===== src/rtl/seq_det_pkg.sv =====
// Shared types and helpers for the parametrised serial pattern detector.
package seq_det_pkg;

  typedef enum logic [1:0] {S_IDLE, S_FILL, S_HUNT} state_t;

  // A zero length would never complete a window, so it is treated as one bit.
  function automatic int clamp_len(input int len, input int max_w);
    if (len < 1)     return 1;
    if (len > max_w) return max_w;
    return len;
  endfunction

endpackage


===== src/rtl/sat_counter.sv =====
// Saturating up-counter with a synchronous clear that outranks the increment.
module sat_counter #(
  parameter int W = 8
) (
  input  logic         clk,
  input  logic         reset_n,
  input  logic         clr,
  input  logic         inc,
  output logic [W-1:0] cnt,
  output logic         sat
);

  logic [W-1:0] r_cnt;

  always_ff @(posedge clk or negedge reset_n) begin
    if (!reset_n)         r_cnt <= '0;
    else if (clr)         r_cnt <= '0;
    else if (inc && !sat) r_cnt <= r_cnt + W'(1);
  end

  assign cnt = r_cnt;
  assign sat = &r_cnt;

endmodule


===== src/rtl/seq_detector_param.sv =====
// Run-time programmable serial bit-pattern detector with overlap control,
// valid qualifier and a saturating match counter.
module seq_detector_param
  import seq_det_pkg::*;
#(
  parameter int PATTERN_W = 4,
  parameter int CNT_W     = 8
) (
  input  logic                           clk,
  input  logic                           reset_n,
  input  logic                           enable,
  input  logic                           clear,
  input  logic                           in_valid,
  input  logic                           in_value,
  input  logic [PATTERN_W-1:0]           cfg_pattern,
  input  logic [$clog2(PATTERN_W+1)-1:0] cfg_len,
  input  logic                           cfg_overlap,
  output logic                           out_value,
  output logic [CNT_W-1:0]               match_count,
  output logic                           count_sat
);

  localparam int LW = $clog2(PATTERN_W+1);

  state_t               r_state;
  logic [PATTERN_W-1:0] r_hist, r_pat;
  logic [LW-1:0]        r_fill, r_len;
  logic                 r_overlap, r_out;

  logic [PATTERN_W:0]   w_nh, w_one_sh;
  logic [PATTERN_W-1:0] w_mask;
  logic [LW:0]          w_fill_inc;
  logic                 w_active, w_match;

  assign w_nh       = {r_hist, in_value};
  assign w_one_sh   = (PATTERN_W+1)'(1) << r_len;
  assign w_mask     = PATTERN_W'(w_one_sh - (PATTERN_W+1)'(1));
  assign w_fill_inc = (LW+1)'(r_fill) + (LW+1)'(1);
  assign w_active   = enable && in_valid && (r_state != S_IDLE);
  // fill+1 >= len is the same test as fill >= len-1 without underflow.
  assign w_match    = w_active && (w_fill_inc >= (LW+1)'(r_len)) &&
                      (((w_nh[PATTERN_W-1:0] ^ r_pat) & w_mask) == '0);

  always_ff @(posedge clk or negedge reset_n) begin
    if (!reset_n) begin
      r_state   <= S_IDLE;
      r_hist    <= '0;
      r_fill    <= '0;
      r_pat     <= '0;
      r_len     <= LW'(1);
      r_overlap <= 1'b0;
      r_out     <= 1'b0;
    end else if (!enable) begin
      r_state <= S_IDLE;
      r_hist  <= '0;
      r_fill  <= '0;
      r_out   <= 1'b0;
    end else begin
      case (r_state)
        S_IDLE: begin
          r_pat     <= cfg_pattern;
          r_len     <= LW'(clamp_len(int'(cfg_len), PATTERN_W));
          r_overlap <= cfg_overlap;
          r_state   <= S_FILL;
          r_out     <= 1'b0;
        end
        default: begin
          r_out <= w_match;
          if (in_valid) begin
            r_hist <= w_nh[PATTERN_W-1:0];
            // Non-overlap restarts the window so no matched bit is reused.
            if (w_match && !r_overlap) begin
              r_fill  <= '0;
              r_state <= S_FILL;
            end else if (w_fill_inc >= (LW+1)'(r_len)) begin
              r_fill  <= r_len;
              r_state <= S_HUNT;
            end else begin
              r_fill  <= w_fill_inc[LW-1:0];
              r_state <= S_FILL;
            end
          end
        end
      endcase
    end
  end

  assign out_value = r_out;

  sat_counter #(.W(CNT_W)) u_cnt (
    .clk     (clk),
    .reset_n (reset_n),
    .clr     (clear),
    .inc     (w_match),
    .cnt     (match_count),
    .sat     (count_sat)
  );

endmodule


===== config.mk =====
export PLATFORM = sky130hd
export DESIGN_NAME = seq_detector_param
export DESIGN_NICKNAME = d
export VERILOG_FILES = /design/src/rtl/seq_det_pkg.sv /design/src/rtl/sat_counter.sv /design/src/rtl/seq_detector_param.sv
export SDC_FILE = /design/constraint.sdc
export NUM_CORES = 1
export LEC_CHECK = 0
export ABC_AREA = 1
export BUFFER_PORTS_ARGS = -buffer_cell sky130_fd_sc_hd__buf_2
export CORE_ASPECT_RATIO = 0.7
export CORE_MARGIN = 4
export CORE_UTILIZATION = 52
export CTS_BUF_LIST = sky130_fd_sc_hd__clkbuf_8
export DETAILED_ROUTE_END_ITERATION = 8
export PLACE_DENSITY = 0.73
export SETUP_SLACK_MARGIN = 0.1
export SYNTH_ARGS = -nofsm -noshare
export SYNTH_HDL_FRONTEND = slang
export SYNTH_HIERARCHICAL = 1
export SYNTH_SLANG_ARGS = --single-unit

===== constraint.sdc =====
create_clock -name clk -period 2.1 [get_ports clk]
set_input_delay 0.315 -clock clk [delete_from_list [all_inputs] [get_ports clk]]
set_output_delay 0.315 -clock clk [all_outputs]
set_load 0.02 [all_outputs]

Word-level counts from Yosys, hierarchy flattened. Index checks and enable logic that the tools add are counted.

Add/sub/neg operators: 3. $lt $le $gt $ge: 3. Eq/ne operators: 3. Shift-type cells: 1. Muxes and demuxes: 28. Bitwise operators: 2. Reduce and logical (&&, ||, !) cells: 15.

Operators by type and width (count): $mux 3 (11); $mux 8 (2); $mux 1 (10); $mux 2 (5); $add 8x1->8 const B (1); $reduce_and 8->1 (1); $logic_and 1x1->1 (6); $add 3x1->4 const B (1); $and 4x4->4 (1); $ge 4x3->1 (1); $logic_not 4->1 (1); $reduce_and 2->1 (2); $reduce_bool 2->1 (2); $shl 1x3->4 const A (1); $sub 4x1->4 const B (1); $xor 4x4->4 (1); $gt 3x3->1 const B (1); $lt 3x1->1 const B (1); $ne 3x1->1 const B (1); $logic_not 1->1 (2); $logic_not 2->1 (1); $ne 2x1->1 const B (1); $ne 2x2->1 const B (1).

Flip-flop bits (word level): 25. Word-level logic and storage cells: 63.

Depth between registers and ports, before layout. Gate-level depths: netlist (run 1).

Depth after elaboration: 10. Depth in mapped cells: 13. Mapped depth without buffers: 13.

Cells and area by module. Netlist (run 1), hierarchy kept.

Modules (own cells, without submodules): seq_detector_param (times used 1, cells each 128, area each 994.7 um^2, sequential area each 426.7 um^2); sat_counter (times used 1, cells each 69, area each 503.0 um^2, sequential area each 200.2 um^2).

Worst setup path before layout (run 1). No wires, ideal clock.

Path kind: register -> register. From: reg r_fill[0]. To: reg u_cnt.r_cnt[3] (netlist: u_cnt/cnt[3]). Data arrival time: 1.868 ns. Setup slack: 0.166 ns. Cell stages (with the launch flop): 13. Clock period less this slack: 1.934 ns. Cell sequence: dfrtp_1 ha_1 ha_1 nand2_1 nand2_1 nand2_1 nand2_2 inv_2 nor2_1 nand2_4 nor2_2 nand2_1 nand2_1.

Longest elaborated chain between the ends: 6.

Ends and longest elaborated chain: start, declared (RTL line seq_detector_param.sv:27) `logic [LW-1:0] r_fill, r_len;`; start signal, assigned (RTL line seq_detector_param.sv:76) `r_fill <= r_len;`; start signal, assigned (RTL line seq_detector_param.sv:79) `r_fill <= w_fill_inc[LW-1:0];`; $add 3x1->4 (RTL line seq_detector_param.sv:38) `assign w_fill_inc = (LW+1)'(r_fill) + (LW+1)'(1);`; $ge 4x3->1 (RTL line seq_detector_param.sv:41) `assign w_match = w_active && (w_fill_inc >= (LW+1)'(r_len)) &&`; $logic_and 1x1->1 (2 in a row) (RTL line seq_detector_param.sv:41); via w_match (RTL line seq_detector_param.sv:33) `logic w_active, w_match;`; $logic_and 1x1->1 (RTL line sat_counter.sv:18) `else if (inc && !sat) r_cnt <= r_cnt + W'(1);`; $reduce_bool 2->1 (no source line); end signal, assigned (RTL line sat_counter.sv:18); end, declared (RTL line sat_counter.sv:13) `logic [W-1:0] r_cnt;`.

The timed path passes the listed nets, and every way through them passes these cells. A chain may end at the register's enable or synchronous reset.

Final worst setup path (run 1).
From: reg r_len[0]. To: reg u_cnt.r_cnt[5] (netlist: u_cnt/cnt[5]).

Longest elaborated chain between the ends: 7.

Ends and longest elaborated chain: start, declared (RTL line seq_detector_param.sv:27); start signal, assigned (RTL line seq_detector_param.sv:62) `r_len <= LW'(clamp_len(int'(cfg_len), PATTERN_W));`; $shl 1x3->4 (RTL line seq_detector_param.sv:36) `assign w_one_sh = (PATTERN_W+1)'(1) << r_len;`; $sub 4x1->4 (RTL line seq_detector_param.sv:37) `assign w_mask = PATTERN_W'(w_one_sh - (PATTERN_W+1)'(1));`; $and 4x4->4 (RTL line seq_detector_param.sv:42) `(((w_nh[PATTERN_W-1:0] ^ r_pat) & w_mask) == '0);`; $logic_not 4->1 (RTL line seq_detector_param.sv:42); $logic_and 1x1->1 * (RTL line seq_detector_param.sv:41); via w_match (RTL line seq_detector_param.sv:33); $logic_and 1x1->1 * (RTL line sat_counter.sv:18); $reduce_bool 2->1 (no source line) *.

The timed path passes the listed nets; every way through them passes the cells marked *.

==> flow_summary_export.csv, run 1 <==
group,metric,value,unit
placement,port_buffers,23,
timing,finalHoldViolations,0,
yosys,synth_edf_count,0,
power,p_sw_share,43.9,%
grt,grtUsageTotal,20.3,%
final_layout,utilization,68.3,%
die,dieArea,3820,µm²
timing,min_period_over_period,92.3,%
yosys,synth_top_family_by_area,"simple AND/OR/NAND/NOR gates",
clock_network,cts-root-buf,"clkbuf_8",
final_layout,antennaDiodeCount,0,
routing,vias,1391,
timing,fin_ws,0.162,ns
final_layout,drive_gt1_share,29.3,%
placement,placed_area,1660,µm²
critical_path,crit_slowest_cell,"dfstp_2",
grt,antenna_found_initial,0,
power,clockPowerShare,15.8,%
critical_path,crit_path_frequent_cell,"nand2_2",
grt,grt_pass1_vias,1342,
critical_path,worst_setup_path_start_kind,"flip-flop",
clock_network,clkTransAtPathRegs,0.10,ns
timing,hold_ws,0.0115,ns
final_layout,stdcell_count,263,
routing,avgViaCountPerCell,5.29,
critical_path,r2r_end,"u_cnt/cnt[5]",
yosys,synth.most_common_cell,"nand2_1",
placement,place_congestion,0.920,
yosys,async_reset_ff_share,100,%
power,comb_power_share,48.2,%
run,drv_cap,0,
timing,maxSlewHeadroom,62.8,%
critical_path,required,2.28,ns
critical_path,crit_fanout,4,
grt,overflow,0,
grt,grt_max_degree,26,
min_path,hold_path_class,"in2async",
timing,finalCriticalPeriod,1.94,ns
final_layout,final_cell_area,1780,µm²
power,p_per_area,1090,nW/µm²
clock_network,clock-sinks,25,
timing,fmax,516,MHz
power,seqPwrFrac,35.9,%
yosys,muxShareOfSynthArea,0,%
yosys,synth_top_area_share,40.1,%
yosys,ys_ff_latch,25,
power,peakVddDrop,719,µV
timing,worstMarginPinSlew,0.559,ns
yosys,syn_nets,217,
final_layout,n_fill_cell,213,
yosys,synthCells,197,
final_layout,nNetsFinal,250,
critical_path,rr_worst_depth,11,
grt,grt_pass1_wl,5900,µm
power,leakage,0.975,nW
clock_network,clockBufferDepth,2,
timing,maxSlewViolCount,0,
yosys,synth_cell_type_count,27,
critical_path,setup.worst_path.end,"u_cnt/cnt[5]",
critical_path,ff2ff_setup_slack,0.16,ns
clock_network,cts_tree,"built",
critical_path,startpoint,"r_len[0]",
die,initial_core_util,57.4,%
power,switchingPower,853,µW
timing,setup_viol,0,
clock_network,numCtsBuffers,3,
yosys,ys_warn_count,6,
clock_network,clk_latency,0.28,ns
critical_path,cp.arrival,2.11,ns
routing,drc,0,
placement,dp_hpwl,2610,µm
power,internal-power,1.09,mW
critical_path,cp.buffers_inverters,1,
routing,drt-initial-drc-count,69,
die,rows,15,
die,die_w,72.1,µm
yosys,synth_compound_area_share,6.68,%
timing,fin_tns_setup,0,ns
clock_network,ctsHoldBuffers,0,
routing,drt_pre_antenna_iters,5,
yosys,synth_simple_gate_area_share,36.1,%
yosys,yosysSeqAreaShare,41.9,%
final_layout,area_growth_syn_to_layout,19.0,%
routing,wl,3490,µm
critical_path,critPathKind,"reg2reg",
critical_path,path_cells,"nand3_2 -> ha_1 -> nand3b_1 -> nand2_2 -> nor2_4 -> nand2_2 -> nor2_4 -> buf_4 -> nand2_2 -> nand3_1 -> nand2_1",
critical_path,cp_top_family,"simple AND/OR/NAND/NOR gates",
die,die_y,52.9,µm
critical_path,crit_path_max_incr_delay,0.57,ns
final_layout,multi_input_area,797,µm²
clock_network,cts.htree.levels,1,
yosys,synth_top_area_cell,"dfrtp_1",
yosys,avgSynthCellArea,7.60,µm²
yosys,synth_area,1500,µm²
yosys,synthXorXnorAreaFrac,2.34,%
critical_path,cp.depth,11,
placement,place_ws,0.0764,ns
final_layout,register_area,627,µm²
yosys,yosys.area_share.adder,5.01,%
yosys,ys.flop_type,"dfrtp_1",
die,core_area,2610,µm²
routing,ant_nets,0,
timing,fin_worst_skew,0.00696,ns
placement,dp.cells,255,
yosys,synth_area_leaders,"dfrtp_1 (40%), nand2_1 (14%), nand3_1 (7.0%), inv_1 (5.3%), ha_1 (5.0%)",
power,power.total,1.94,mW
yosys,synth_common_cells,"nand2_1 (56), dfrtp_1 (24), inv_1 (21), nand3_1 (21), nor2_1 (16)",
timing,rsz0062_at_grt,"false",
critical_path,endpoint_kind,"flip-flop",
outcome,outcome,"completed",
critical_path,reg2reg_from,"r_len[0]",
routing,wire_per_inst,13.3,µm
die,pin_count,24,
cell type report:
class | instances | area share, %
Sequential cell | 25 | 35.2
Tap cell | 34 | 2.39
Clock inverter | 1 | 0.492
Clock buffer | 3 | 2.32
Multi-Input combinational cell | 142 | 44.7
Timing Repair Buffer | 28 | 8.57
Inverter | 30 | 6.32
worst min-delay path by stage:
stage	from	slack, ns	end	depth (start not counted)
6_report	reset_n	0.01	r_pat[0]	1
4_1_cts	reset_n	0.03	r_pat[0]	1
2_1_floorplan	reset_n	0.02	out_value	0
5_1_grt	reset_n	0.05	r_pat[0]	1
3_5_place_dp	reset_n	0.34	r_pat[0]	1
3_3_place_gp	reset_n	0.33	r_pat[0]	1
cell families (layout without fill, tap and decap cells):
group | after synthesis | count (layout)
and+or+nand+nor | 113 | 114
buffers and inverters | 31 | 62
DFF | 25 | 25
AOI/OAI and AO/OA | 18 | 18
adders and majority gates | 6 | 6
xor gates and xnor gates | 4 | 4
power by group through the flow:
stage	clock network [mW]	registers (mW)	logic [mW]
after global routing	0.333	0.713	1.05
after detailed placement	0	0.701	0.864
final	0.307	0.698	0.937
after global placement	0	0.689	0.829
after floorplan	0	0.686	0.641
after CTS	0.312	0.690	0.877
per-layer routing:
layer / up-vias / wire (µm) / part of all wire [%] / track usage (%)
met5: - / 0 / 0 / 0
met4: 0 / 31 / 0.89 / 5.63
met3: 6 / 348 / 10 / 5.50
met2: 62 / 1570 / 45 / 31.4
met1: 630 / 1540 / 44 / 27.9
li1: 693 / - / - / -
registers in the layout, indices dropped and copies added (netlist names):
name	cells
r_overlap	1
r_pat	4
r_fill	3
u_cnt/cnt	8
r_state	2
r_len	3
r_hist	3
out_value	1
cell usage in the layout (no fill, tap or decap), types with 2 or more instances in the layout:
cell / n
nor2_4: 5
nand3b_1: 2
ha_1: 5
clkbuf_8: 3
o22ai_1: 3
o21ai_1: 6
nand3_2: 3
or2_2: 2
nor2_1: 15
nor2_2: 2
a21oi_1: 3
buf_2: 23
nand3_1: 19
buf_4: 5
xor2_1: 3
inv_2: 8
inv_1: 21
dfrtp_1: 24
nand2_2: 9
nand2_1: 53
o21ai_0: 4
repair_timing:
| item | CTS | global route |
|---|---|---|
| buffers inserted | 0 | 3 |
| resized for setup | 1 | 9 |
| setup endpoints to repair | 4 | 9 |
| pin swaps | 0 | 7 |
| gates cloned | 0 | 1 |
Power figures use the tool's default switching activity.
==> run 2: changes to the inputs <==
- BUFFER_PORTS_ARGS: -buffer_cell sky130_fd_sc_hd__buf_2 -> -buffer_cell sky130_fd_sc_hd__clkbuf_2
- CORE_MARGIN: 4 -> not set
- CORE_UTILIZATION: 52 -> 35
- PLACE_DENSITY: 0.73 -> 0.52
==> flow_summary_export.csv, run 2 (synthesis results as in run 1) <==
group,metric,value,unit
outcome,outcome,"completed",
critical_path,path_cells,"inv_2 -> nand3_2 -> ha_1 -> nand3b_1 -> nand2_2 -> nor2_4 -> nand2_2 -> nor2_4 -> buf_4 -> a21o_2 -> nand2_1 -> nor2_1",
routing,drt-initial-drc-count,84,
critical_path,required,2.27,ns
placement,placed_area,1690,µm²
timing,maxSlewHeadroom,57.9,%
final_layout,area_growth_syn_to_layout,19.4,%
routing,drc,0,
final_layout,final_cell_mix,"nand2_1 (54), dfrtp_1 (24), clkbuf_2 (23)",
final_layout,drive_gt1_share,27.3,%
run,drv_cap,0,
critical_path,rr_worst_depth,12,
die,pin_count,24,
final_layout,final_cell_area,1790,µm²
clock_network,cts_tree,"built",
critical_path,ff2ff_setup_slack,0.24,ns
clock_network,clkTransAtPathRegs,0.09,ns
timing,fmax,538,MHz
critical_path,cp_top_family,"simple AND/OR/NAND/NOR gates",
critical_path,crit_slowest_cell,"dfstp_2",
placement,dp_hpwl,2420,µm
critical_path,cp.arrival,2.03,ns
clock_network,cts.htree.levels,1,
die,initial_core_util,37.3,%
placement,port_buffers,23,
critical_path,critPathKind,"reg2reg",
clock_network,clk_latency,0.27,ns
critical_path,endpoint_kind,"flip-flop",
final_layout,nNetsFinal,248,
timing,finalHoldViolations,0,
grt,grt_max_degree,26,
critical_path,cp.buffers_inverters,2,
grt,grt_pass1_vias,1148,
clock_network,numCtsBuffers,3,
die,die_y,56.7,µm
timing,setup_viol,0,
final_layout,largest_reg_flops,8,
routing,drt_pre_antenna_iters,4,
clock_network,ctsHoldBuffers,0,
power,peakVddDrop,373,µV
min_path,hold_path_class,"in2async",
die,rows,19,
grt,grt_pass1_wl,5530,µm
timing,fin_tns_setup,0,ns
final_layout,final_common_cell,"nand2_1",
power,p_per_area,1060,nW/µm²
routing,vias,1251,
clock_network,clockBufferDepth,2,
die,core_area,4020,µm²
power,leakage,0.958,nW
routing,wl,3070,µm
grt,grtUsageTotal,16.0,%
placement,place_congestion,0.805,
critical_path,cp.depth,12,
routing,wire_per_inst,11.0,µm
critical_path,crit_path_max_incr_delay,0.56,ns
timing,fin_worst_skew,0.00265,ns
timing,maxSlewViolCount,0,
clock_network,clock-sinks,25,
critical_path,crit_fanout,5,
routing,avgViaCountPerCell,4.48,
timing,rsz0062_at_grt,"true",
die,dieArea,4550,µm²
grt,antenna_found_initial,0,
critical_path,reg2reg_from,"r_len[0]",
critical_path,worst_setup_path_start_kind,"flip-flop",
timing,worstMarginPinSlew,0.631,ns
critical_path,r2r_end,"u_cnt/cnt[4]",
clock_network,cts-root-buf,"clkbuf_8",
routing,ant_nets,0,
grt,overflow,0,
final_layout,utilization,44.5,%
final_layout,antennaDiodeCount,0,
power,power.total,1.89,mW
timing,finalCriticalPeriod,1.86,ns
timing,min_period_over_period,88.5,%
die,die_w,80.2,µm
run 2: worst max-delay path by stage:
stage | end | from
floorplan | u_cnt/cnt[3] | r_fill[0]
global placement | u_cnt/cnt[7] | r_len[2]
detailed placement | u_cnt/cnt[7] | r_len[0]
CTS | u_cnt/cnt[7] | r_len[0]
finish | u_cnt/cnt[4] | r_len[0]
global route | u_cnt/cnt[1] | r_len[0]
run 2: cell type report:
type                    instances  area, µm²
fillers                       407       2230
multi-input cells             141        788
flip-flops and latches         25        627
repair buffers                 27        149
inverters                      30        113
well taps                      52       65.1
clock buffers                   3       41.3
clock inverters                 1       5.00
run 2: timing repair:
item | 4_1_cts | 5_1_grt
pin swaps | 0 | 0
gates resized for setup | 1 | 7
buffers inserted | 0 | 1
endpoints found under the setup margin | 4 | 8
hold endpoints to repair | 0 | 0
run 2: per-stage QoR:
step,setup WS (ns),hold WS (ns),cells
floorplan,0.166,0.0194,197
global route,0.0961,0.0997,279
detailed placement,0.0787,0.374,274
CTS,0.119,0.0782,278
finish,0.241,0.0503,279
global placement,0.144,0.381,274
run 2: layer usage:
layer / share of wire (%) / up-vias / GRT usage (%)
met5: 0 / - / 0
met4: 0.52 / 0 / 2.30
met3: 4.6 / 2 / 4.55
met2: 39 / 21 / 21.5
met1: 56 / 547 / 25.3
li1: - / 681 / -
run 2: where the power goes:
group          leakage (nW)  switching (mW)  total (mW)  internal (mW)
combinational         0.604           0.556       0.907          0.351
sequential            0.329          0.0869       0.694          0.607
clock                0.0255           0.153       0.285          0.133
